--- config.mk ---
export PLATFORM = sky130hd
export DESIGN_NAME = perf_counter_sequencer
export DESIGN_NICKNAME = d
export VERILOG_FILES = /design/src/rtl/perf_counter_sequencer_pkg.sv /design/src/rtl/perf_rr_arbiter.sv /design/src/rtl/perf_counter_sequencer.sv
export SDC_FILE = /design/constraint.sdc
export NUM_CORES = 1
export LEC_CHECK = 0
export ABC_AREA = 1
export BUFFER_PORTS_ARGS = -buffer_cell sky130_fd_sc_hd__buf_4
export CORE_MARGIN = 3
export CORE_UTILIZATION = 52
export CTS_CLUSTER_DIAMETER = 150
export DETAILED_ROUTE_END_ITERATION = 8
export PLACE_DENSITY = 0.95
export SYNTH_ARGS = -nofsm -noshare
export SYNTH_HDL_FRONTEND = slang
export SYNTH_HIERARCHICAL = 1
export SYNTH_SLANG_ARGS = --single-unit
--- constraint.sdc ---
create_clock -name clk -period 3.4 [get_ports clk]
set_clock_uncertainty 0.1 [all_clocks]
set_input_delay 0.17 -clock clk [delete_from_list [all_inputs] [get_ports clk]]
set_output_delay 0.17 -clock clk [all_outputs]
set_load 0.01 [all_outputs]
--- src/rtl/perf_counter_sequencer_pkg.sv ---
// Shared types and constants for the performance-counter command sequencer.
package perf_counter_sequencer_pkg;

  // Sequencer FSM states: one write state, four snapshot-read states.
  typedef enum logic [2:0] {
    IDLE = 3'd0,
    WR   = 3'd1,
    RD0  = 3'd2,
    RD1  = 3'd3,
    RD2  = 3'd4,
    RD3  = 3'd5
  } state_e;

  // Register offsets inside one counter section and the section stride.
  localparam logic [3:0] STOP_OFS   = 4'd0;
  localparam logic [3:0] GO_OFS     = 4'd1;
  localparam logic [3:0] EVT_OFS    = 4'd2;
  localparam logic [3:0] SEC_STRIDE = 4'd4;

  // Data word written to address 0 to clear every counter.
  localparam logic [31:0] CLR_DATA = 32'd1;

  // Slave address of register 'ofs' inside section 'sec'.
  function automatic logic [3:0] sec_addr(input logic [1:0] sec, input logic [3:0] ofs);
    return ({2'b00, sec} * SEC_STRIDE) + ofs;
  endfunction

endpackage

--- src/rtl/perf_rr_arbiter.sv ---
// Round-robin arbiter over the section requests; the pointer moves past the
// granted section only when the sequencer actually accepts the grant.
module perf_rr_arbiter #(
  parameter int NUM_REQ = 3
) (
  input  logic               clk,
  input  logic               reset,
  input  logic [NUM_REQ-1:0] req,
  input  logic               accept,
  output logic [NUM_REQ-1:0] grant
);

  logic [1:0] ptr_r;
  logic [1:0] idx_s;
  logic       found_s;
  logic       hit_s;

  // Pick the first requester at or above the pointer, else wrap to the lowest one.
  always_comb begin
    grant   = '0;
    idx_s   = 2'd0;
    found_s = 1'b0;
    hit_s   = 1'b0;
    for (int i = 0; i < NUM_REQ; i++) begin
      hit_s    = req[i] && !found_s && (i >= int'(ptr_r));
      grant[i] = grant[i] | hit_s;
      idx_s    = hit_s ? 2'(i) : idx_s;
      found_s  = found_s | hit_s;
    end
    for (int i = 0; i < NUM_REQ; i++) begin
      hit_s    = req[i] && !found_s;
      grant[i] = grant[i] | hit_s;
      idx_s    = hit_s ? 2'(i) : idx_s;
      found_s  = found_s | hit_s;
    end
  end

  // Pointer register: advance to the section after the accepted one.
  always_ff @(posedge clk) begin
    if (reset) begin
      ptr_r <= 2'd0;
    end else if (accept) begin
      ptr_r <= (idx_s == 2'(NUM_REQ - 1)) ? 2'd0 : idx_s + 2'd1;
    end else begin
      ptr_r <= ptr_r;
    end
  end

endmodule

--- src/rtl/perf_counter_sequencer.sv ---
// Sequencer that turns per-section go/stop, global clear and snapshot
// requests into single Avalon-MM accesses on the counter control slave.
module perf_counter_sequencer
  import perf_counter_sequencer_pkg::*;
#(
  parameter int NUM_SEC = 3
) (
  input  logic               clk,
  input  logic               reset,
  input  logic [NUM_SEC-1:0] go_req,
  input  logic [NUM_SEC-1:0] stop_req,
  output logic [NUM_SEC-1:0] sec_ack,
  input  logic               clr_req,
  output logic               clr_ack,
  input  logic               snap_req,
  input  logic [1:0]         snap_sel,
  output logic               snap_valid,
  output logic [63:0]        snap_time,
  output logic [31:0]        snap_events,
  output logic [3:0]         avm_address,
  output logic               avm_write,
  output logic               avm_begintransfer,
  output logic [31:0]        avm_writedata,
  input  logic [31:0]        avm_readdata
);

  state_e             state_r, state_s;
  logic [1:0]         sel_r, sel_s;
  logic [NUM_SEC-1:0] sec_ack_r, sec_ack_s;
  logic               clr_ack_r, clr_ack_s;
  logic               snap_valid_r, snap_valid_s;
  logic [63:0]        snap_time_r, snap_time_s;
  logic [31:0]        snap_events_r, snap_events_s;
  logic [3:0]         addr_r, addr_s;
  logic               write_r, write_s;
  logic [31:0]        wdata_r, wdata_s;

  logic [NUM_SEC-1:0] sec_req_s;
  logic [NUM_SEC-1:0] sec_grant_s;
  logic               accept_s;
  logic [1:0]         gnt_idx_s;
  logic               is_stop_s;
  logic               sel_ok_s;
  logic [31:0]        rd_word_s;

  assign sec_req_s = go_req | stop_req;
  assign accept_s  = (state_r == IDLE) && !clr_req && !snap_req && (|sec_req_s);
  assign is_stop_s = |(sec_grant_s & stop_req);
  assign sel_ok_s  = int'(sel_r) < NUM_SEC;
  // Sections that do not exist read back as zero.
  assign rd_word_s = sel_ok_s ? avm_readdata : 32'd0;

  perf_rr_arbiter #(.NUM_REQ(NUM_SEC)) u_arb (
    .clk    (clk),
    .reset  (reset),
    .req    (sec_req_s),
    .accept (accept_s),
    .grant  (sec_grant_s)
  );

  // Encode the one-hot section grant into an index.
  always_comb begin
    gnt_idx_s = 2'd0;
    for (int i = 0; i < NUM_SEC; i++) begin
      gnt_idx_s = sec_grant_s[i] ? 2'(i) : gnt_idx_s;
    end
  end

  // Next state plus next values of every registered output; pulses default low.
  always_comb begin
    state_s       = state_r;
    sel_s         = sel_r;
    sec_ack_s     = '0;
    clr_ack_s     = 1'b0;
    snap_valid_s  = 1'b0;
    snap_time_s   = snap_time_r;
    snap_events_s = snap_events_r;
    addr_s        = 4'd0;
    write_s       = 1'b0;
    wdata_s       = 32'd0;
    case (state_r)
      IDLE: begin
        if (clr_req) begin
          state_s   = WR;
          addr_s    = 4'd0;
          wdata_s   = CLR_DATA;
          write_s   = 1'b1;
          clr_ack_s = 1'b1;
        end else if (snap_req) begin
          state_s = RD0;
          sel_s   = snap_sel;
          addr_s  = sec_addr(snap_sel, STOP_OFS);
        end else if (|sec_req_s) begin
          state_s   = WR;
          addr_s    = sec_addr(gnt_idx_s, is_stop_s ? STOP_OFS : GO_OFS);
          write_s   = 1'b1;
          sec_ack_s = sec_grant_s;
        end else begin
          state_s = IDLE;
        end
      end
      WR: begin
        state_s = IDLE;
      end
      RD0: begin
        state_s = RD1;
        addr_s  = sec_addr(sel_r, GO_OFS);
      end
      RD1: begin
        state_s           = RD2;
        addr_s            = sec_addr(sel_r, EVT_OFS);
        snap_time_s[31:0] = rd_word_s;
      end
      RD2: begin
        state_s            = RD3;
        snap_time_s[63:32] = rd_word_s;
        // Valid is raised for the RD3 cycle; the events word lands at its end.
        snap_valid_s       = 1'b1;
      end
      RD3: begin
        state_s       = IDLE;
        snap_events_s = rd_word_s;
      end
      default: begin
        state_s = IDLE;
      end
    endcase
  end

  // State and output registers with synchronous reset.
  always_ff @(posedge clk) begin
    if (reset) begin
      state_r       <= IDLE;
      sel_r         <= 2'd0;
      sec_ack_r     <= '0;
      clr_ack_r     <= 1'b0;
      snap_valid_r  <= 1'b0;
      snap_time_r   <= 64'd0;
      snap_events_r <= 32'd0;
      addr_r        <= 4'd0;
      write_r       <= 1'b0;
      wdata_r       <= 32'd0;
    end else begin
      state_r       <= state_s;
      sel_r         <= sel_s;
      sec_ack_r     <= sec_ack_s;
      clr_ack_r     <= clr_ack_s;
      snap_valid_r  <= snap_valid_s;
      snap_time_r   <= snap_time_s;
      snap_events_r <= snap_events_s;
      addr_r        <= addr_s;
      write_r       <= write_s;
      wdata_r       <= wdata_s;
    end
  end

  assign sec_ack           = sec_ack_r;
  assign clr_ack           = clr_ack_r;
  assign snap_valid        = snap_valid_r;
  assign snap_time         = snap_time_r;
  assign snap_events       = snap_events_r;
  assign avm_address       = addr_r;
  assign avm_write         = write_r;
  assign avm_begintransfer = write_r;
  assign avm_writedata     = wdata_r;

endmodule

==> metrics.txt <==
status=completed; CP Class=register to register; Clock transition at path regs=about 60 ps; PostCTS Resize Cnt=0; H-Tree Depth=4; post-synthesis cell count=608; first-pass GRT wire length=21200 um; Root Driver=clkbuf_8; Bufs and invs on worst path=2; Die Height=roughly 100 um; Seq/Total Area, Yosys=0.496; critical-path cell list=inv_2 -> nor2_2 -> nand2_1 -> inv_2 -> o21ai_0 -> a21oi_1; Top cell by count, worst path=inv_2; layout cells sized above 1=0.253; Placed Area=between 5000 and 6000 sq um; count leader, synth=dfxtp_1; YS warnings=6; final number of hold-violating endpoints=0; EDFF count, synth=0; Via density=roughly 5; min-delay src=reset; worst skew pair latency=approximately 500 ps; area grow syn2layout=44.4%; leak pwr=3.11 nW; postcts setup bufs=0; CTS sink count=113; R2R setup slack=1070 ps; fin crit share=0.686; Slew Viols, Final=0; GRT overflow=0; slowest CP cell=inv_2; RSZ-0062 raised after global routing=no; worst hold endpoint=snap_events[6]; Crit path arrival time=2670 ps; Max clock buf depth=2; dpl hpwl=8320 um; Design Power=3.61 mW; routability cong.=approximately 0.82; fraction of registers with async set/reset=0; Core ar.=between 8000 and 9000 sq um; synth top area cells=dfxtp_1 (50%), a21oi_1 (9.4%), nor2_1 (8.8%); Min Hold Slack=approximately 25 ps; DR DRC count=0; commonest cells in the netlist=dfxtp_1 (113), nor2_1 (107), a21oi_1 (86), inv_1 (74), nand2_1 (66); setup TNS=0 ps; MaxCap Viol Count=0; multi-input logic area=~1700 sq um; CTS buffer count=17; share of the synthesized area in the top cell type=0.496; Worst slew margin=0.480; Cell Area, Synth=4560 sq um; Reg area=2260 sq um; dominant cell type by area after synthesis=dfxtp_1; number of library cell types mapped by synthesis=24; worst slew pin tran=779 ps; Critical Path End Type=register; Initial DRT Pass Iterations=5; GRT Total Usage=0.268; Row Count=33; DIE AREA=9930 sq um; TritonCTS clock tree=yes; IO buf count=151; Worst Path Max Fanout=47; cts hold-fix bufs=39; Final setup violation count=0; startpoint class of the critical path=register; FILL cells=506; Crit Reg-Reg Startpoint=state_r[1]; hold depth=2; fin area=6590 sq um; Reg-to-Reg End=snap_time[27]; vias in the first global route=4520; post-route antenna net violation count=0; FMAX=around 430 MHz; Tmin final=about 2300 ps; dominant synthesized flop cell=dfxtp_1; Core Util, Final=0.786; Required @ worst endpoint=about 3700 ps; Initial Utilization=0.544; Layout Nets=829; WL per Instance=approximately 15 um; initial antenna violation count=0; Reg2Reg Depth=6; Avg Cell Area, Syn=7.50 sq um; Routed WL=13600 um; pin count of the biggest net entering global routing=54; 1st-iter DRT viols=187; min-delay worst type=input port to register; slowest stage delay, CP=750 ps; die width=99.7 um; I/O pin count=183; delay-heaviest family, CP=buffers and inverters; Yosys reg bits=113; DR vias=4610; PD cells=548 nW/um^2; VDD IR-drop max=0.581 mV
## where the power goes
group	leakage, nW	switching, mW	total [mW]	internal, mW
combinational	1.90	0.190	0.342	0.152
sequential	0.913	0.0243	1.39	1.36
clock	0.302	0.613	1.88	1.27
## final cells by class
class	instances	share of cell area
Antenna cell	1	0.000380
Timing Repair Buffer	194	0.238
Sequential cell	113	0.344
Clock inverter	13	0.0319
Clock buffer	19	0.0640
Inverter	79	0.0450
Tap cell	105	0.0200
Multi-Input combinational cell	380	0.257
## worst register-to-register path, stage by stage, from the launching register on
cell and delay [ps]:
dfxtp_1 360, inv_2 60, nor2_2 140, nand2_1 430, inv_2 750, o21ai_0 270
a21oi_1 160
## metrics by stage
stage | cells | worst slack [ps]
6_report | 904 | 1070
5_1_grt | 903 | 910
4_1_cts | 902 | 1100
3_5_place_dp | 831 | 1130
3_3_place_gp | 831 | 1230
2_1_floorplan | 638 | 2110
## flip-flops by register name, indices dropped and copies added (netlist names)
signal	flops
avm_address	4
avm_begintransfer	1
clr_ack	1
sec_ack	3
sel_r	2
snap_events	32
snap_time	64
snap_valid	1
state_r	3
u_arb/ptr_r	2
## worst max path at each step
| stage | startpoint | endpoint | slack (ps) | cells past startpoint |
|---|---|---|---|---|
| floorplan | state_r[1] | u_arb/ptr_r[0] | 2110 | 7 |
| global placement | state_r[1] | snap_time[17] | 1230 | 6 |
| detailed placement | state_r[1] | snap_time[4] | 1130 | 6 |
| CTS | state_r[1] | snap_time[4] | 1100 | 6 |
| global route | state_r[1] | snap_time[12] | 910 | 6 |
| finish | state_r[1] | snap_time[27] | 1070 | 6 |
## placed cells by master (no fill, tap or decap), types with 3 or more instances in the layout
cell type        n
dfxtp_1        113
nand2_1         66
conb_1          31
clkbuf_16       16
a21oi_1         86
o21ai_1          7
dlygate4sd3_1   39
bufinv_16        5
buf_4          154
clkinv_4         3
inv_2            5
nand3_1         10
nand2_2          4
inv_1           73
nor2_1         107
o21ai_0         55
nand4_1          3
## routing by layer
layer,track usage,up-vias,part of all wire
met5,0,-,0
met4,0.121,0,0.034
met3,0.0947,42,0.099
met2,0.470,261,0.50
met1,0.287,2107,0.36
li1,-,2200,-
## kinds of logic (layout without fill, tap and decap cells)
family	after synthesis	in the layout	share of synthesized area
simple gates	196	196	0.174
compound gates	153	153	0.172
buf+inv	145	305	0.157
flops	113	113	0.496
other cells	1	32	0.000822
No activity file was read; power rests on OpenSTA's default activity.
